File: src/rtl/duty_scaler.sv
// Sequenced duty-word scaler: walks the duty BRAM on START and scales each word by (MOD+1)/2^MOD_WIDTH.
// Build option: define DUTY_SCALER_ROUND_EN to round half up before the output slice instead of truncating.

module mult #(
  parameter int A_W = 14,
  parameter int B_W = 10
) (
  input  logic                     i_clk,
  input  logic signed [A_W-1:0]    i_a,
  input  logic signed [B_W-1:0]    i_b,
  output logic signed [A_W+B_W-1:0] o_p
);
  localparam int P_W = A_W + B_W;

  logic signed [A_W-1:0] r_a;
  logic signed [B_W-1:0] r_b;
  logic signed [P_W-1:0] r_p;
  logic signed [P_W-1:0] r_out;

  // Three-stage pipeline; no reset, stale contents are masked by the caller's valid pipeline.
  always_ff @(posedge i_clk) begin
    r_a   <= i_a;
    r_b   <= i_b;
    r_p   <= P_W'(r_a) * P_W'(r_b);
    r_out <= r_p;
  end

  assign o_p = r_out;
endmodule

module duty_scaler #(
  parameter int WIDTH      = 13,
  parameter int MOD_WIDTH  = 8,
  parameter int DEPTH      = 249,
  parameter int ADDR_WIDTH = 8
) (
  input  logic                  CLK,
  input  logic                  RST_N,
  input  logic                  START,
  input  logic [MOD_WIDTH-1:0]  MOD,
  output logic                  BUSY,
  output logic [ADDR_WIDTH-1:0] ADDR,
  input  logic [WIDTH-1:0]      DATA_IN,
  output logic [WIDTH-1:0]      DUTY_OUT,
  output logic [ADDR_WIDTH-1:0] DUTY_IDX,
  output logic                  DUTY_VALID,
  output logic                  DONE
);
  localparam int A_W = WIDTH + 1;
  localparam int B_W = MOD_WIDTH + 2;
  localparam int P_W = A_W + B_W;
  localparam logic [ADDR_WIDTH-1:0] LAST_ADDR = ADDR_WIDTH'(DEPTH - 1);

  typedef enum logic [1:0] {
    ST_IDLE  = 2'd0,
    ST_RUN   = 2'd1,
    ST_DRAIN = 2'd2,
    ST_FIN   = 2'd3
  } state_t;

  state_t r_state;
  state_t w_state_nxt;
  logic   w_start_acc;

  logic [ADDR_WIDTH-1:0]       r_addr;
  logic [B_W-1:0]              r_mod_b;
  logic                        r_busy;
  logic                        r_done;
  // Stage 0 = BRAM read, stages 1..3 = multiplier; the output register is the fifth stage.
  logic [3:0]                  r_vld;
  logic [3:0][ADDR_WIDTH-1:0]  r_idx;
  logic [WIDTH-1:0]            r_duty;
  logic [ADDR_WIDTH-1:0]       r_duty_idx;
  logic                        r_duty_valid;

  logic signed [A_W-1:0] w_a;
  logic signed [P_W-1:0] w_prod;
  logic signed [P_W-1:0] w_prod_adj;
  logic                  w_unused_prod;

  always_ff @(posedge CLK) begin
    if (!RST_N) begin
      r_state <= ST_IDLE;
    end else begin
      r_state <= w_state_nxt;
    end
  end

  always_comb begin
    w_state_nxt = r_state;
    w_start_acc = 1'b0;
    case (r_state)
      ST_IDLE: begin
        if (START) begin
          w_state_nxt = ST_RUN;
          w_start_acc = 1'b1;
        end else begin
          w_state_nxt = ST_IDLE;
        end
      end
      ST_RUN: begin
        if (r_addr == LAST_ADDR) begin
          w_state_nxt = ST_DRAIN;
        end else begin
          w_state_nxt = ST_RUN;
        end
      end
      // Nothing enters stage 0 while draining, so an empty stage 0..3 means the pipe empties next edge.
      ST_DRAIN: begin
        if (r_vld == 4'b0000) begin
          w_state_nxt = ST_FIN;
        end else begin
          w_state_nxt = ST_DRAIN;
        end
      end
      ST_FIN:  w_state_nxt = ST_IDLE;
      default: w_state_nxt = ST_IDLE;
    endcase
  end

  always_ff @(posedge CLK) begin
    if (!RST_N) begin
      r_addr  <= {ADDR_WIDTH{1'b0}};
      r_mod_b <= {B_W{1'b0}};
      r_busy  <= 1'b0;
      r_done  <= 1'b0;
    end else begin
      r_busy <= (w_state_nxt != ST_IDLE);
      r_done <= (w_state_nxt == ST_FIN);
      if (w_start_acc) begin
        r_addr  <= {ADDR_WIDTH{1'b0}};
        r_mod_b <= {1'b0, {1'b0, MOD} + {{MOD_WIDTH{1'b0}}, 1'b1}};
      end else if ((r_state == ST_RUN) && (r_addr != LAST_ADDR)) begin
        r_addr <= r_addr + {{(ADDR_WIDTH-1){1'b0}}, 1'b1};
      end else begin
        r_addr <= r_addr;
      end
    end
  end

  assign w_a = {1'b0, DATA_IN};

  mult #(
    .A_W (A_W),
    .B_W (B_W)
  ) u_mult (
    .i_clk (CLK),
    .i_a   (w_a),
    .i_b   (r_mod_b),
    .o_p   (w_prod)
  );

`ifdef DUTY_SCALER_ROUND_EN
  localparam logic [P_W-1:0] RND_C = {{(P_W-1){1'b0}}, 1'b1} << (MOD_WIDTH - 1);
  assign w_prod_adj = w_prod + $signed(RND_C);
`else
  assign w_prod_adj = w_prod;
`endif

  // The product is bounded by DATA_IN*2^MOD_WIDTH, so bits above the slice are always zero.
  assign w_unused_prod = ^{w_prod_adj[P_W-1:MOD_WIDTH+WIDTH], w_prod_adj[MOD_WIDTH-1:0]};

  always_ff @(posedge CLK) begin
    if (!RST_N) begin
      r_vld        <= 4'b0000;
      r_idx        <= {(4*ADDR_WIDTH){1'b0}};
      r_duty       <= {WIDTH{1'b0}};
      r_duty_idx   <= {ADDR_WIDTH{1'b0}};
      r_duty_valid <= 1'b0;
    end else begin
      r_vld        <= {r_vld[2:0], (r_state == ST_RUN)};
      r_idx        <= {r_idx[2:0], r_addr};
      r_duty_valid <= r_vld[3];
      if (r_vld[3]) begin
        r_duty     <= w_prod_adj[MOD_WIDTH+WIDTH-1:MOD_WIDTH];
        r_duty_idx <= r_idx[3];
      end else begin
        r_duty     <= r_duty;
        r_duty_idx <= r_duty_idx;
      end
    end
  end

  assign BUSY       = r_busy;
  assign ADDR       = r_addr;
  assign DUTY_OUT   = r_duty;
  assign DUTY_IDX   = r_duty_idx;
  assign DUTY_VALID = r_duty_valid;
  assign DONE       = r_done;
endmodule

File: config.mk
export PLATFORM = sky130hd
export DESIGN_NAME = duty_scaler
export DESIGN_NICKNAME = d
export VERILOG_FILES = /design/src/rtl/duty_scaler.sv
export SDC_FILE = /design/constraint.sdc
export NUM_CORES = 1
export LEC_CHECK = 0
export CORE_UTILIZATION = 53
export CTS_CLUSTER_DIAMETER = 100
export DETAILED_ROUTE_END_ITERATION = 10
export PLACE_DENSITY = 0.8
export SETUP_SLACK_MARGIN = 0.15
export SLEW_MARGIN = 20
export SYNTH_ARGS = -nofsm -noshare
export SYNTH_HDL_FRONTEND = slang
export SYNTH_SLANG_ARGS = --single-unit
File: constraint.sdc
create_clock -name CLK -period 3.96 [get_ports CLK]
set_input_delay 0.792 -clock CLK [delete_from_list [all_inputs] [get_ports CLK]]
set_output_delay 0.792 -clock CLK [all_outputs]
set_load 0.01 [all_outputs]
# Yosys cells after proc, flatten, opt, wreduce, memory -nomap -nowiden
# Cells that the tools add are included.
# totals
register_bits	143
out_inout_bits	32
word_cells	38
# op_classes
add_sub_neg	2
multipliers	1
eq_ne	6
n_mux	6
n_bitwise	1
reduce_logical	5
# op_table
cell	count
$mul A13 B9 Y21	1
$add A8 B1 Y9 const B	1
$add A8 B1 Y8 const B	1
$eq A8 B8 Y1 const B	1
$ne A8 B8 Y1 const B	1
$pmux W2 S4	1
$eq A2 B2 Y1 const B	3
$logic_not A4 Y1	1
$mux W1	4
$eq A2 B1 Y1 const B	1
$logic_not A2 Y1	1
$mux W2	1
$reduce_bool A2 Y1	1
$reduce_or A2 Y1	1
$logic_and A1 B1 Y1	1
$not A1 Y1	1

# Longest topological paths before layout
# depth
word_depth	4
mapped_depth	17
depth_no_buf	15

# By module
# From an unflattened synthesis, not the netlist that was laid out.
# unflattened
hier_cells	959
area_unflattened_um2	9532.9
# by_module_without_submodules
mod	instances	cells_per_inst	area_per_inst_um2	seq_area_each_um2
mult	1	691	6789.0	1441.4
duty_scaler	1	268	2743.9	1581.5

# Worst setup path before layout
# Ideal clock, no wire load.
# synth_path
kind	flip-flop to flip-flop
start	register u_mult.r_b[2]
end	register u_mult.r_p[19]
setup_ps	72
arrival_ps	4122
path_slack_ps	-234
stages_incl_launch_ff	17
n_path_buf	2
cell_sequence	dfxtp_1 clkbuf_1 nand2_1 fa_1 inv_1 fa_1 fa_1 inv_1 fa_1 inv_1 ha_1 buf_2 a21oi_1 o21ai_0 a221o_1 a21oi_1 xnor2_1
# synth_between
elab_chain_len	1
# synth_rtl
item	line_no	rtl
start: declaration	16	logic signed [B_W-1:0] r_b;
start signal: assignment	23	r_b <= i_b;
$mul A13 B9 Y21	24	r_p <= P_W'(r_a) * P_W'(r_b);
end signal: assignment	24	
end: declaration	17	logic signed [P_W-1:0] r_p;
# Every way passes these cells.
# A chain may end at the register's enable or synchronous reset.

# Worst setup path in the final report
# layout_path
start	register u_mult.r_b[3]
end	register u_mult.r_p[18]
# The elaborated chain is that of the path after synthesis.

==> results.txt <==
* Total count of hold-check failures in the final report: 0
- Total Routed Length: approximately 15 mm
- Mean instance size in the synthesized netlist: roughly 10 sq um
- In the routed layout, each cell is associated on average with a via count of 5.00.
- In this run the worst path has a maximum fanout of 13.
- Detailed-route via count: a little over 5000
- STA classifies the critical path endpoint as a flop.
* Startpoint of the tightest hold check path: u_mult.r_p[10]$_DFF_P_
* Fraction of layout instances using a drive strength above 1: 0.227
- The analysis attributes to net switching a power of 1.33 mW.
- For this configuration, the core starts out at a cell density of 0.544.
- Clock Path Buffers: 2
- Number of setup violations in the final report: 5
- Maximum capacitance violations: 0
- Overall routing resource usage: 0.219
- Worst reg-to-reg setup slack: -70 ps
* Worst hold path stage count: 0
- The clock drives ~130 sinks.
* TritonCTS clock tree: built
* Combinational fraction of design power: 0.319
* Top-count cell post-synth: dfxtp_1
- The cell count after synthesis came out at 714.
- Number of diodes added for antenna fixing: 0
- Entering global routing, the biggest net connects 42 pins.
* Worst voltage drop across the vdd grid: 0.338 mV
- Beginning of the worst register-to-register path: u_mult.r_b[3]$_DFF_P_
* Maximum clock rate: between 200 and 250 MHz
- Post-synth design cell area: around 7200 sq um
- Sequential share of power: 0.336
* CP cell instances: and2_4, fa_1, inv_1, fa_1, inv_1, fa_1, inv_1, fa_1, inv_2, ha_4, and4_4, nand3_4, a211o_1, nand3b_1, o211ai_1
- In the synthesized netlist, the cells that appear most often are 127 x dfxtp_1, 104 x and2_1, 91 x inv_1.
- Number of antenna violations at the first check in global routing: 0
- Stage delay of the slowest cell on the critical path: roughly 540 ps
- Most area-consuming cells after synthesis: dfxtp_1 35%, fa_1 21%, and2_1 9.0%
- Number of top-level pins: between 50 and 60
* Launching element type of the critical path: flop
* Antenna viol nets, final: 0
- Dpl hpwl: ~11 mm
- Setup repair after global routing could not meet its margin everywhere.
- From bottom edge to top edge, the die measures about 120 um.
- The die covers approximately 14000 sq um.
- The first global-routing pass estimated approximately 24 mm of wire.
- In this run the core area contains 42 standard-cell rows.
- The flow ran to the end, but the final reports show violations.
- Counting I/O delays and the setup requirement, the final critical path takes ~4000 ps.
- Clock share of power: 0.345
- When the netlist entered floorplanning its net count stood at between 800 and 900.
- Worst-skew pair later-pin latency: between 400 and 500 ps
- Power spread over the standard cell area amounts to around 470 nW/um^2.
- Among all flip-flop cells after synthesis, the most frequent one is dfxtp_1.
* H-tree depth: 4
- At the end of routability-driven placement, the weighted congestion stood at approximately 0.9.
- Worst slack at placement: -349 ps
- Drt initial violations: 229
* Width of the die: roughly 120 um
- After detailed routing, the number of remaining DRC violations is 0.
- The max-slew violation total from the final report was 0.
- The number of global-route vias before repair is approximately 5200.
- Of the synthesized area, sequential elements account for 0.352.
* Hold WC Path Type: reg -> reg
- The biggest area contributor in the post-synthesis netlist is dfxtp_1.
* Number of synthesized flops with an enable pin: 0
- Counting stages on the worst path, the most repeated cell is fa_1.
- Async set or reset register ratio after synthesis: 0
* Static leakage: ~4.2 nW
* Slew at the pin closest to its max-slew limit: ~630 ps
- WL per Instance: 14.5 um
- After floorplanning, the core was sized to cover between 10000 and 15000 sq um.
* Total of buffers placed on input and output ports: 55
* CTS clk-pin slew, worst paths: about 60 ps
- Counting the buffers created by CTS gives 17.
* Worst Slack Setup Final: -68.6 ps
- Final period util: 1.02
* # nets final: just under 1000
- The worst setup path is of the reg -> reg kind.
* Worst hold slack: 324 ps
- Max Clock Skew: ~7.4 ps
- Yosys mapped the design onto 45 distinct sky130hd cell types.
* Total number of yosys warnings: 0
- STA puts the critical path data required time at between 4000 and 5000 ps.
- Worst Reg2Reg Path Length in Cells: 15
* DR pass1 iterations: 4
- The worst pin sits at a relative slew slack of 0.577.
- Violated checks: setup timing
- Total gr overflow: 0
* Count of cell instances traversed by the critical path: 15
- Area share of the largest cell type after synthesis: 0.352
- First element of the critical path: u_mult.r_b[3]$_DFF_P_
- Compared with the post-synthesis result, the final layout area differs by 30.7%.
- Data arrival, critical path: roughly 4300 ps
* Buffers & Inverters on Critical Path: 4
* Flip-flop and latch count after synthesis: 127
- After layout, the design draws a total of roughly 4.5 mW.
- Pint: about 3.1 mW
- The tree is rooted in a clkbuf_16.
- Of the total power, the share spent switching nets is 0.299.
- Crit-path leading delay family: adder cells
* Worst-path cell with the longest stage delay: fa_1
## layout make-up
type	instances	area (sq um)
fill	956	3850
tap	176	220
clock inverter	10	126
multi-input combinational	468	4590
inverter	91	342
clock buffer	21	460
timing repair buffer	119	1100
sequential	127	2600
## sequential cells by signal, summed over array words and instances (netlist names), 8 cells and up
signal	flops
u_mult.r_b	9
u_mult.r_a	13
u_mult.r_p	13
u_mult.o_p	13
r_idx	32
ADDR	8
r_mod_b	9
DUTY_OUT	13
DUTY_IDX	8
## power by group through the flow
stage / sequential (mW) / clock (mW) / combinational [mW]
floorplan: 1.49 / 0 / 0.839
global placement: 1.52 / 0 / 1.15
detailed placement: 1.53 / 0 / 1.18
CTS: 1.50 / 1.56 / 1.29
global route: 1.51 / 1.63 / 1.57
finish: 1.49 / 1.54 / 1.42
## path summary, 6_finish.rpt
kind / endpoint
setup / recovery: u_mult.r_p[18]$_DFF_P_
hold / removal: u_mult.o_p[10]$_DFF_P_
setup reg to reg: u_mult.r_p[18]$_DFF_P_
hold reg to reg: u_mult.o_p[10]$_DFF_P_
## cells by family (layout without fill, tap and decap cells)
group           Yosys count  after routing  share of synthesized area
buf+inv                 119            241                     0.0630
mux                      24             24                     0.0332
xor+xnor                 29             29                     0.0351
flops                   127            127                      0.352
compound gates           55             55                     0.0538
simple gates            245            245                      0.185
fa+ha+maj               115            115                      0.278
## cells in the final DEF (no fill, tap or decap), types with 10 or more instances in the layout
master and instances:
dfxtp_1 108, nor2b_1 24, xnor2_1 17, dfxtp_4 15
xor2_1 12, buf_4 51, nand2_1 57, and2_1 93
clkbuf_16 17, clkdlybuf4s50_1 54, buf_6 10, inv_2 10
inv_1 81, ha_4 10, ha_1 28, mux2i_1 24
and2_4 11, fa_1 71, nor2_1 12
## stage by stage
step                instances  cell area, sq um  TNS [ps]   util
detailed placement        963              8430     -2120  0.634
floorplan                 714              7510         0      -
global route             1012              9450     -1320  0.711
CTS                      1004              9230      -335  0.694
finish                   1012              9450      -204  0.711
global placement          963              8430     -1760  0.634
## metal layers
layer	vias to the layer above	part of all wire	GRT usage
li1	2460	-	-
met1	2437	0.44	0.268
met3	33	0.051	0.0598
met4	0	0.023	0.0886
met5	-	0	0
met2	131	0.49	0.363
## timing repair
| action | in CTS | in global routing |
|---|---|---|
| hold buffers | 0 | 0 |
| resized for setup | 47 | 51 |
| setup buffers | 10 | 8 |
| pin swaps | 25 | 40 |
| hold endpoints to repair | 0 | 0 |
| gates cloned | 0 | 0 |
| setup endpoints to repair | 12 | 12 |
Power figures use the tool's default switching activity.
